===== src/rtl/ps2_keyboard_rx.sv =====
// ps2_keyboard_rx: filtered PS/2 receiver with frame checking, prefix folding and output FIFO
`timescale 1ns/1ps
module ps2_keyboard_rx #(
    parameter int FILTER_LEN = 4,
    parameter int TIMEOUT    = 5000,
    parameter int FIFO_DEPTH = 8
) (
    input  logic                          clk_i,
    input  logic                          rst_i,
    input  logic                          ps2_clk_i,
    input  logic                          ps2_data_i,
    output logic [7:0]                    code_o,
    output logic                          ext_o,
    output logic                          break_o,
    output logic                          valid_o,
    input  logic                          ready_i,
    output logic [$clog2(FIFO_DEPTH):0]   fifo_count_o,
    output logic                          parity_err_o,
    output logic                          frame_err_o,
    output logic                          overflow_o
);
    localparam int AW = $clog2(FIFO_DEPTH);
    localparam int CW = AW + 1;
    localparam int FW = $clog2(FILTER_LEN);
    localparam int TW = $clog2(TIMEOUT);

    localparam logic [1:0] ST_IDLE = 2'd0;
    localparam logic [1:0] ST_DATA = 2'd1;
    localparam logic [1:0] ST_PAR  = 2'd2;
    localparam logic [1:0] ST_STOP = 2'd3;

    logic          clk_s1_q, clk_s2_q, dat_s1_q, dat_s2_q;
    logic          filt_q, filt_d;
    logic [FW-1:0] fcnt_q, fcnt_d;
    logic          fall;
    logic [1:0]    state_q, state_d;
    logic [2:0]    bit_q, bit_d;
    logic [7:0]    shift_q, shift_d;
    logic          par_q, par_d;
    logic [TW-1:0] tcnt_q, tcnt_d;
    logic          ext_q, ext_d, brk_q, brk_d;
    logic          perr, ferr, byte_ok, push;
    logic          perr_q, ferr_q, ovf_q;
    logic [9:0]    mem_q [FIFO_DEPTH];
    logic [9:0]    mem_d [FIFO_DEPTH];
    logic [AW-1:0] wr_q, wr_d, rd_q, rd_d;
    logic [CW-1:0] count_q, count_d;
    logic          pop, full, we, ovf;

    // Deglitch: the filtered clock follows the synchronised clock only after FILTER_LEN disagreeing cycles
    always_comb begin
        fcnt_d = '0;
        filt_d = filt_q;
        if (clk_s2_q != filt_q) begin
            if (fcnt_q == FW'(FILTER_LEN - 1)) filt_d = clk_s2_q;
            else fcnt_d = fcnt_q + 1'b1;
        end
        fall = filt_q & ~filt_d;
    end

    // Frame deserialiser, timeout watchdog and E0/F0 prefix tracking
    always_comb begin
        state_d = state_q;
        bit_d   = bit_q;
        shift_d = shift_q;
        par_d   = par_q;
        tcnt_d  = (state_q == ST_IDLE) ? '0 : tcnt_q + 1'b1;
        ext_d   = ext_q;
        brk_d   = brk_q;
        perr    = 1'b0;
        ferr    = 1'b0;
        byte_ok = 1'b0;
        push    = 1'b0;
        if (fall) begin
            tcnt_d = '0;
            case (state_q)
                ST_IDLE: begin
                    ferr    = dat_s2_q;
                    state_d = dat_s2_q ? ST_IDLE : ST_DATA;
                    bit_d   = 3'd0;
                end
                ST_DATA: begin
                    shift_d = {dat_s2_q, shift_q[7:1]};
                    bit_d   = bit_q + 1'b1;
                    state_d = (bit_q == 3'd7) ? ST_PAR : ST_DATA;
                end
                ST_PAR: begin
                    par_d   = dat_s2_q;
                    state_d = ST_STOP;
                end
                default: begin
                    state_d = ST_IDLE;
                    perr    = ~(^{shift_q, par_q});
                    ferr    = ~dat_s2_q;
                    byte_ok = (^{shift_q, par_q}) & dat_s2_q;
                end
            endcase
        end else if (state_q != ST_IDLE && tcnt_q == TW'(TIMEOUT - 1)) begin
            state_d = ST_IDLE;
            tcnt_d  = '0;
            ferr    = 1'b1;
        end
        if (perr | ferr) begin
            ext_d = 1'b0;
            brk_d = 1'b0;
        end
        if (byte_ok) begin
            if (shift_q == 8'hE0) ext_d = 1'b1;
            else if (shift_q == 8'hF0) brk_d = 1'b1;
            else begin
                push  = 1'b1;
                ext_d = 1'b0;
                brk_d = 1'b0;
            end
        end
    end

    // FIFO bookkeeping: a push while full only lands if the head leaves in the same cycle
    always_comb begin
        pop     = valid_o & ready_i;
        full    = count_q == CW'(FIFO_DEPTH);
        we      = push & (~full | pop);
        ovf     = push & full & ~pop;
        mem_d   = mem_q;
        if (we) mem_d[wr_q] = {ext_q, brk_q, shift_q};
        wr_d    = we ? wr_q + 1'b1 : wr_q;
        rd_d    = pop ? rd_q + 1'b1 : rd_q;
        count_d = count_q + CW'(we) - CW'(pop);
    end

    // All state registers, cleared asynchronously; idle lines and filter rest high
    always_ff @(posedge clk_i or posedge rst_i) begin
        if (rst_i) begin
            clk_s1_q <= 1'b1;
            clk_s2_q <= 1'b1;
            dat_s1_q <= 1'b1;
            dat_s2_q <= 1'b1;
            filt_q   <= 1'b1;
            fcnt_q   <= '0;
            state_q  <= ST_IDLE;
            bit_q    <= '0;
            shift_q  <= '0;
            par_q    <= 1'b0;
            tcnt_q   <= '0;
            ext_q    <= 1'b0;
            brk_q    <= 1'b0;
            perr_q   <= 1'b0;
            ferr_q   <= 1'b0;
            ovf_q    <= 1'b0;
            mem_q    <= '{default: '0};
            wr_q     <= '0;
            rd_q     <= '0;
            count_q  <= '0;
        end else begin
            clk_s1_q <= ps2_clk_i;
            clk_s2_q <= clk_s1_q;
            dat_s1_q <= ps2_data_i;
            dat_s2_q <= dat_s1_q;
            filt_q   <= filt_d;
            fcnt_q   <= fcnt_d;
            state_q  <= state_d;
            bit_q    <= bit_d;
            shift_q  <= shift_d;
            par_q    <= par_d;
            tcnt_q   <= tcnt_d;
            ext_q    <= ext_d;
            brk_q    <= brk_d;
            perr_q   <= perr;
            ferr_q   <= ferr;
            ovf_q    <= ovf;
            mem_q    <= mem_d;
            wr_q     <= wr_d;
            rd_q     <= rd_d;
            count_q  <= count_d;
        end
    end

    assign valid_o      = count_q != '0;
    assign code_o       = valid_o ? mem_q[rd_q][7:0] : 8'h00;
    assign break_o      = valid_o & mem_q[rd_q][8];
    assign ext_o        = valid_o & mem_q[rd_q][9];
    assign fifo_count_o = count_q;
    assign parity_err_o = perr_q;
    assign frame_err_o  = ferr_q;
    assign overflow_o   = ovf_q;
endmodule


===== config.mk =====
export PLATFORM = sky130hd
export DESIGN_NAME = ps2_keyboard_rx
export DESIGN_NICKNAME = d
export VERILOG_FILES = /design/src/rtl/ps2_keyboard_rx.sv
export SDC_FILE = /design/constraint.sdc
export NUM_CORES = 1
export LEC_CHECK = 0
export BUFFER_PORTS_ARGS = -buffer_cell sky130_fd_sc_hd__buf_4
export CORE_MARGIN = 10
export CORE_UTILIZATION = 45
export CTS_CLUSTER_SIZE = 30
export DETAILED_ROUTE_END_ITERATION = 8
export PLACE_DENSITY_LB_ADDON = 0.1
export SYNTH_ARGS = -nofsm -noshare
export SYNTH_HDL_FRONTEND = slang
export SYNTH_SLANG_ARGS = --single-unit

===== constraint.sdc =====
create_clock -name clk_i -period 6.6 [get_ports clk_i]
set_input_delay 1.32 -clock clk_i [delete_from_list [all_inputs] [get_ports clk_i]]
set_output_delay 1.32 -clock clk_i [all_outputs]
set_load 0.05 [all_outputs]

==> results.py, run 1 <==
metrics = {
    "clock_network": {
        "numCtsBuffers": 17,
        "cts_max_path_buffers": 2,
        "htreeDepth": 4,
        "cts_tree": "done",
        "postCtsHoldBufs": 0,
        "postCtsSetupRepairBufs": 0,
        "clk_pin_slew_ps": 50,
        "root_buffer": "clkbuf_16",
        "post_cts_resized": 0,
        "clk_latency_ps": 420,
        "clock-sinks": 129,
    },
    "worst_setup_path": {
        "max_stage_delay_ps": 1110,
        "critPathKind": "register to primary output",
        "endpoint_kind": "primary output",
        "critPathBufInv": 1,
        "path_cells": "mux4_2, mux2i_1, nor2_1, buf_4",
        "crit_required_ps": 5280,
        "critPathMaxFanout": 22,
        "cpLargestDelayFamily": "flip-flops",
        "r2r_start": "shift_q[4]",
        "cp_slowest_cell": "dfrtp_1",
        "r2r_end": "fifo_count_o[1]",
        "crit_path_start_kind": "register",
        "cp_data_arrival_time_ps": 2470,
        "r2r_slack_ps": 3010,
        "reg2reg_depth": 10,
    },
    "logic_synthesis": {
        "ys_types": 53,
        "seq_area_frac_synth_pct": 50.8,
        "synth_warnings": 0,
        "synth_top_area_share_pct": 48.8,
        "synthCells": 475,
        "synthTopCellsByArea": "dfrtp_1 49%, mux2_2 16%, mux4_2 7.1%",
        "synth_edf_count": 0,
        "synth_flop_cell": "dfrtp_1",
        "synth_fp_nets": 493,
        "synth_area_sq_um": 6360,
        "ys_ff_latch": 129,
        "synth_area_per_cell_sq_um": 13.4,
        "async_reset_ff_share_pct": 100,
        "synth_largest_area_cell": "dfrtp_1",
    },
    "final_layout": {
        "diodes": 0,
        "final_cell_mix": "124 x dfrtp_1, 93 x mux2_2, 40 x nor2_1",
        "nets": 511,
        "fin_cells": 685,
        "final_core_util_pct": 52.0,
        "drive_gt1_share_pct": 37.0,
        "fillCellCount": 1197,
        "final_common_cell": "dfrtp_1",
        "syn_to_final_growth_pct": 13.5,
        "multi_input_area_sq_um": 2960,
        "seq_area_sq_um": 3230,
    },
    "floorplanning": {
        "initial_utilization_pct": 45.8,
        "fp.coreArea_sq_um": 13900,
        "rows": 43,
        "dieWidth_um": 139,
        "dieArea_sq_um": 19300,
        "ioPinCount": 23,
        "die_h_um": 139,
    },
    "placement": {
        "place_hpwl_um": 8200,
        "dp_slack_ps": 2980,
        "dp_cells": 654,
        "io_buffer_count": 22,
        "gp_congestion": 0.765,
    },
    "global_routing": {
        "grt.total_usage_pct": 14.3,
        "grt_pass1_wl_um": 22000,
        "grt_pass1_vias": 3927,
        "overflow": 0,
        "antenna_found_initial": 0,
        "grt_max_degree": 86,
    },
    "sta": {
        "slew_headroom_pct": 22.0,
        "post-route-period-util_pct": 57.4,
        "fin_skew_ps": 7.51,
        "slew_viol_final": 0,
        "min_period_ps": 3790,
        "clock.fmax_mhz": 264,
        "setup_tns_ps": 0,
        "grt_setup_unrepaired": "false",
        "setup_viol": 0,
        "tightest_slew_ps": 1170,
        "setup_ws_ps": 2810,
        "finalHoldViolCount": 0,
        "holdWs_ps": 354,
    },
    "run_status": {
        "outcome": "completed",
    },
    "routing": {
        "routedWlPerCell_um": 19.4,
        "drtAntennaViolNets": 0,
        "drc": 0,
        "vias_per_cell": 5.53,
        "routed.top_layer": "met4",
        "wl_met3_um": 440,
        "drt_iter0_markers": 242,
        "m1WireLength_um": 6300,
        "firstDrtPassIters": 6,
        "wl_um": 13300,
        "wl_met2_um": 6390,
        "routed-via-count": 3789,
    },
    "min_path": {
        "holdCritPathClass": "register to register",
        "min_to": "clk_s2_q",
        "hp-start": "clk_s1_q",
        "holdPathStages": 0,
    },
    "power": {
        "vdd_ir_drop_max_mv": 0.185,
        "powerDensity_nw_per_um2": 302,
        "p_leak_nw": 3.38,
    },
    "flow_run": {
        "maxCapViolations": 0,
    },
}
==> sequential cells by signal (all words and copies together), names as in the netlist, 2 cells and up <==
name          count
tcnt_q           13
state_q           2
mem_q            80
bit_q             3
shift_q           8
fcnt_q            2
fifo_count_o      4
wr_q              3
rd_q              3
==> cell usage after synthesis, drive strengths merged, types with 8 or more instances <==
master / instances
a211oi: 9
xnor2: 16
nand3: 11
o21ai: 8
inv: 15
dfrtp: 124
mux2i: 19
nand2: 19
clkbuf: 18
ha: 12
nor2: 40
mux2: 94
mux4: 20
==> metal layers <==
metal | GRT usage, % | vias to the layer above
met4 | 4.28 | 0
met1 | 19.1 | 1977
met2 | 22.1 | 43
met5 | 0 | -
li1 | - | 1753
met3 | 4.11 | 16
==> worst reg2reg max path, stage by stage, from the launching register on <==
cell	delay [ps]
dfrtp_1	570
xnor2_1	170
xnor3_2	530
xnor2_4	690
mux2_2	460
ha_1	270
inv_1	60
ha_1	150
inv_1	60
fa_1	490
inv_1	40
==> cells by family after synthesis <==
| group | count (synthesis) | share of synthesized area (%) |
|---|---|---|
| adders and majority gates | 13 | 2.68 |
| xor gates and xnor gates | 25 | 4.19 |
| DFF | 129 | 50.8 |
| AOI/OAI and AO/OA | 32 | 3.72 |
| muxes | 133 | 28.1 |
| buffers and inverters | 40 | 2.58 |
| and+or+nand+nor | 103 | 7.91 |
==> power by group <==
part	total (mW)	internal (mW)	switching (mW)	leakage, nW
logic	0.375	0.165	0.210	1.34
registers	0.929	0.835	0.0933	1.77
clock network	0.880	0.542	0.338	0.270
==> stage by stage <==
stage               power, mW  area [sq um]
finish                   2.18          7220
CTS                      2.22          7220
detailed placement       1.33          6660
global route             2.29          7220
floorplan                1.21          6360
global placement         1.32          6660
==> worst max path at each step <==
stage                 start               to  slack [ps]  cells after the start
finish              rd_q[1]        code_o[4]        2810                      4
detailed placement  ready_i  fifo_count_o[1]        2980                     11
floorplan             rst_i         bit_q[0]        1850                      1
global route        rd_q[1]        code_o[5]        2680                      4
CTS                 rd_q[1]        code_o[4]        2760                      4
global placement    ready_i  fifo_count_o[1]        3050                     11
==> layout make-up <==
cell class / instances / share of cell area, %
clock buffers: 21 / 6.52
clock inverters: 10 / 1.20
inverters: 15 / 0.815
multi-input cells: 306 / 41.0
flip-flops and latches: 129 / 44.8
well taps: 180 / 3.12
repair buffers: 24 / 2.50
Note: power is estimated with default switching activity, not from simulation.
==> run 2, diff against run 1 <==
- clock period: 6.6 -> 3.35 ns (I/O delays scaled with it)
==> run 2 against run 1 <==
Against the previous run:
- via count rose by 1.3%
- clock skew fell by 1.3 ps
- hold slack improved by 0.96 ps
- final area rose by 1.9%
- sequential power rose by 91%
- critical endpoint is now fifo_count_o[2]
- register-to-register slack got worse by 2700 ps
- clock power rose by 100%
- setup slack got worse by 2500 ps
- combinational power rose by 120%
- utilization rose by 1.0 points
==> results.py, run 2 (synthesis gave the netlist of run 1 again) <==
metrics = {
    "floorplanning": {
        "fp.coreArea_sq_um": 13900,
        "initial_utilization_pct": 45.8,
        "dieArea_sq_um": 19300,
        "die_h_um": 139,
        "dieWidth_um": 139,
        "rows": 43,
        "ioPinCount": 23,
    },
    "global_routing": {
        "grt_max_degree": 50,
        "grt_pass1_wl_um": 21900,
        "grt_pass1_vias": 4063,
        "antenna_found_initial": 0,
        "overflow": 0,
        "grt.total_usage_pct": 14.1,
    },
    "routing": {
        "firstDrtPassIters": 4,
        "routed-via-count": 3837,
        "drt_iter0_markers": 259,
        "routedWlPerCell_um": 18.8,
        "drtAntennaViolNets": 0,
        "drc": 0,
        "vias_per_cell": 5.49,
        "wl_um": 13100,
    },
    "sta": {
        "clock.fmax_mhz": 333,
        "setup_tns_ps": 0,
        "slew_viol_final": 0,
        "tightest_slew_ps": 874,
        "post-route-period-util_pct": 89.7,
        "fin_skew_ps": 6.21,
        "setup_viol": 0,
        "finalHoldViolCount": 0,
        "slew_headroom_pct": 41.7,
        "grt_setup_unrepaired": "false",
        "min_period_ps": 3010,
    },
    "clock_network": {
        "htreeDepth": 4,
        "cts_tree": "done",
        "numCtsBuffers": 17,
        "cts_max_path_buffers": 2,
        "postCtsHoldBufs": 0,
        "post_cts_resized": 0,
        "clk_pin_slew_ps": 50,
        "postCtsSetupRepairBufs": 0,
        "clock-sinks": 129,
        "clk_latency_ps": 410,
        "root_buffer": "clkbuf_16",
    },
    "final_layout": {
        "diodes": 0,
        "seq_area_sq_um": 3230,
        "largest_reg_flops": 80,
        "syn_to_final_growth_pct": 15.7,
        "drive_gt1_share_pct": 37.8,
        "fillCellCount": 1195,
        "top_register": "mem_q",
        "reg_top3": "mem_q x80, tcnt_q x13, shift_q x8",
        "final_common_cell": "dfrtp_1",
        "multi_input_area_sq_um": 2960,
        "nets": 525,
        "finalInstanceArea_sq_um": 7360,
        "final_cell_mix": "124 x dfrtp_1, 93 x mux2_2, 40 x nor2_1",
    },
    "placement": {
        "gp_congestion": 0.750,
        "dpl_cell_area_sq_um": 6780,
        "io_buffer_count": 22,
        "place_hpwl_um": 8560,
    },
    "worst_setup_path": {
        "critPathMaxFanout": 13,
        "crit_required_ps": 3640,
        "cp_data_arrival_time_ps": 3290,
        "critPathKind": "register to register",
        "crit_path_start_kind": "register",
        "max_stage_delay_ps": 580,
        "path_cells": "xnor2_1, xnor3_2, xnor2_4, mux2_2, ha_1, inv_1, ha_1, inv_1, fa_1, xnor2_1",
        "cp_slowest_cell": "dfrtp_1",
        "endpoint_kind": "register",
    },
    "power": {
        "combPwrFrac_pct": 18.6,
        "switching_share_pct": 27.9,
        "p_switching_mw": 1.22,
        "intPower_mw": 3.16,
        "powerDensity_nw_per_um2": 595,
        "p_leak_nw": 3.45,
        "power_frac_seq_pct": 40.3,
        "vdd_ir_drop_max_mv": 0.306,
        "clockPowerShare_pct": 41.0,
    },
    "min_path": {
        "holdCritPathClass": "register to register",
    },
    "run_status": {
        "outcome": "completed",
    },
    "flow_run": {
        "maxCapViolations": 0,
    },
}
## run 2: layer usage
layer	share of wire (%)	global-route usage (%)	wire, um
met5	0	0	0
met4	1.3	4.78	167
met3	3.3	3.12	427
met2	49	23.0	6490
met1	46	18.3	6060
## run 2: metrics by stage
step	hold slack (ps)	total power [mW]	util (%)	cells	setup WS, ps
after floorplan	345	2.39	-	475	338
after global placement	348	2.62	48.8	668	385
after detailed placement	350	2.63	48.8	668	345
after CTS	355	4.44	53.0	699	336
after global routing	352	4.58	53.0	699	145
final	355	4.38	53.0	699	344
## run 2: critical path, delay by kind of cell (launching register included)
| kind | cells | cell delay, ps |
|---|---|---|
| muxes | 1 | 390 |
| DFF | 1 | 580 |
| xor gates and xnor gates | 4 | 1030 |
| buffers and inverters | 2 | 100 |
| adders and majority gates | 3 | 790 |
## run 2: power by group through the flow
stage               registers, mW  logic, mW  clock network (mW)
CTS                          1.77      0.839                1.83
floorplan                    1.82      0.571                   0
finish                       1.77      0.816                1.79
global placement             1.79      0.830                   0
detailed placement           1.79      0.840                   0
global route                 1.78      0.899                1.90
## run 2: worst paths after layout
| kind | start | to | slack (ps) | depth (start not counted) |
|---|---|---|---|---|
| min in group asynchronous | rst_i | frame_err_o | 420 | 2 |
| worst min-delay path | clk_s1_q | clk_s2_q | 360 | 0 |
| worst max register to register | shift_q[4] | fifo_count_o[2] | 340 | 10 |
| worst max-delay path | shift_q[4] | fifo_count_o[2] | 340 | 10 |
| worst min register to register | clk_s1_q | clk_s2_q | 360 | 0 |
| max in group asynchronous | rst_i | clk_s1_q | 2070 | 3 |
## run 2: layout make-up
type | count | area share, %
Clock buffer | 27 | 6.84
Tap cell | 180 | 3.06
Sequential cell | 129 | 44.0
Inverter | 15 | 0.816
Clock inverter | 4 | 1.00
Multi-Input combinational cell | 306 | 40.3
Timing Repair Buffer | 38 | 4.05
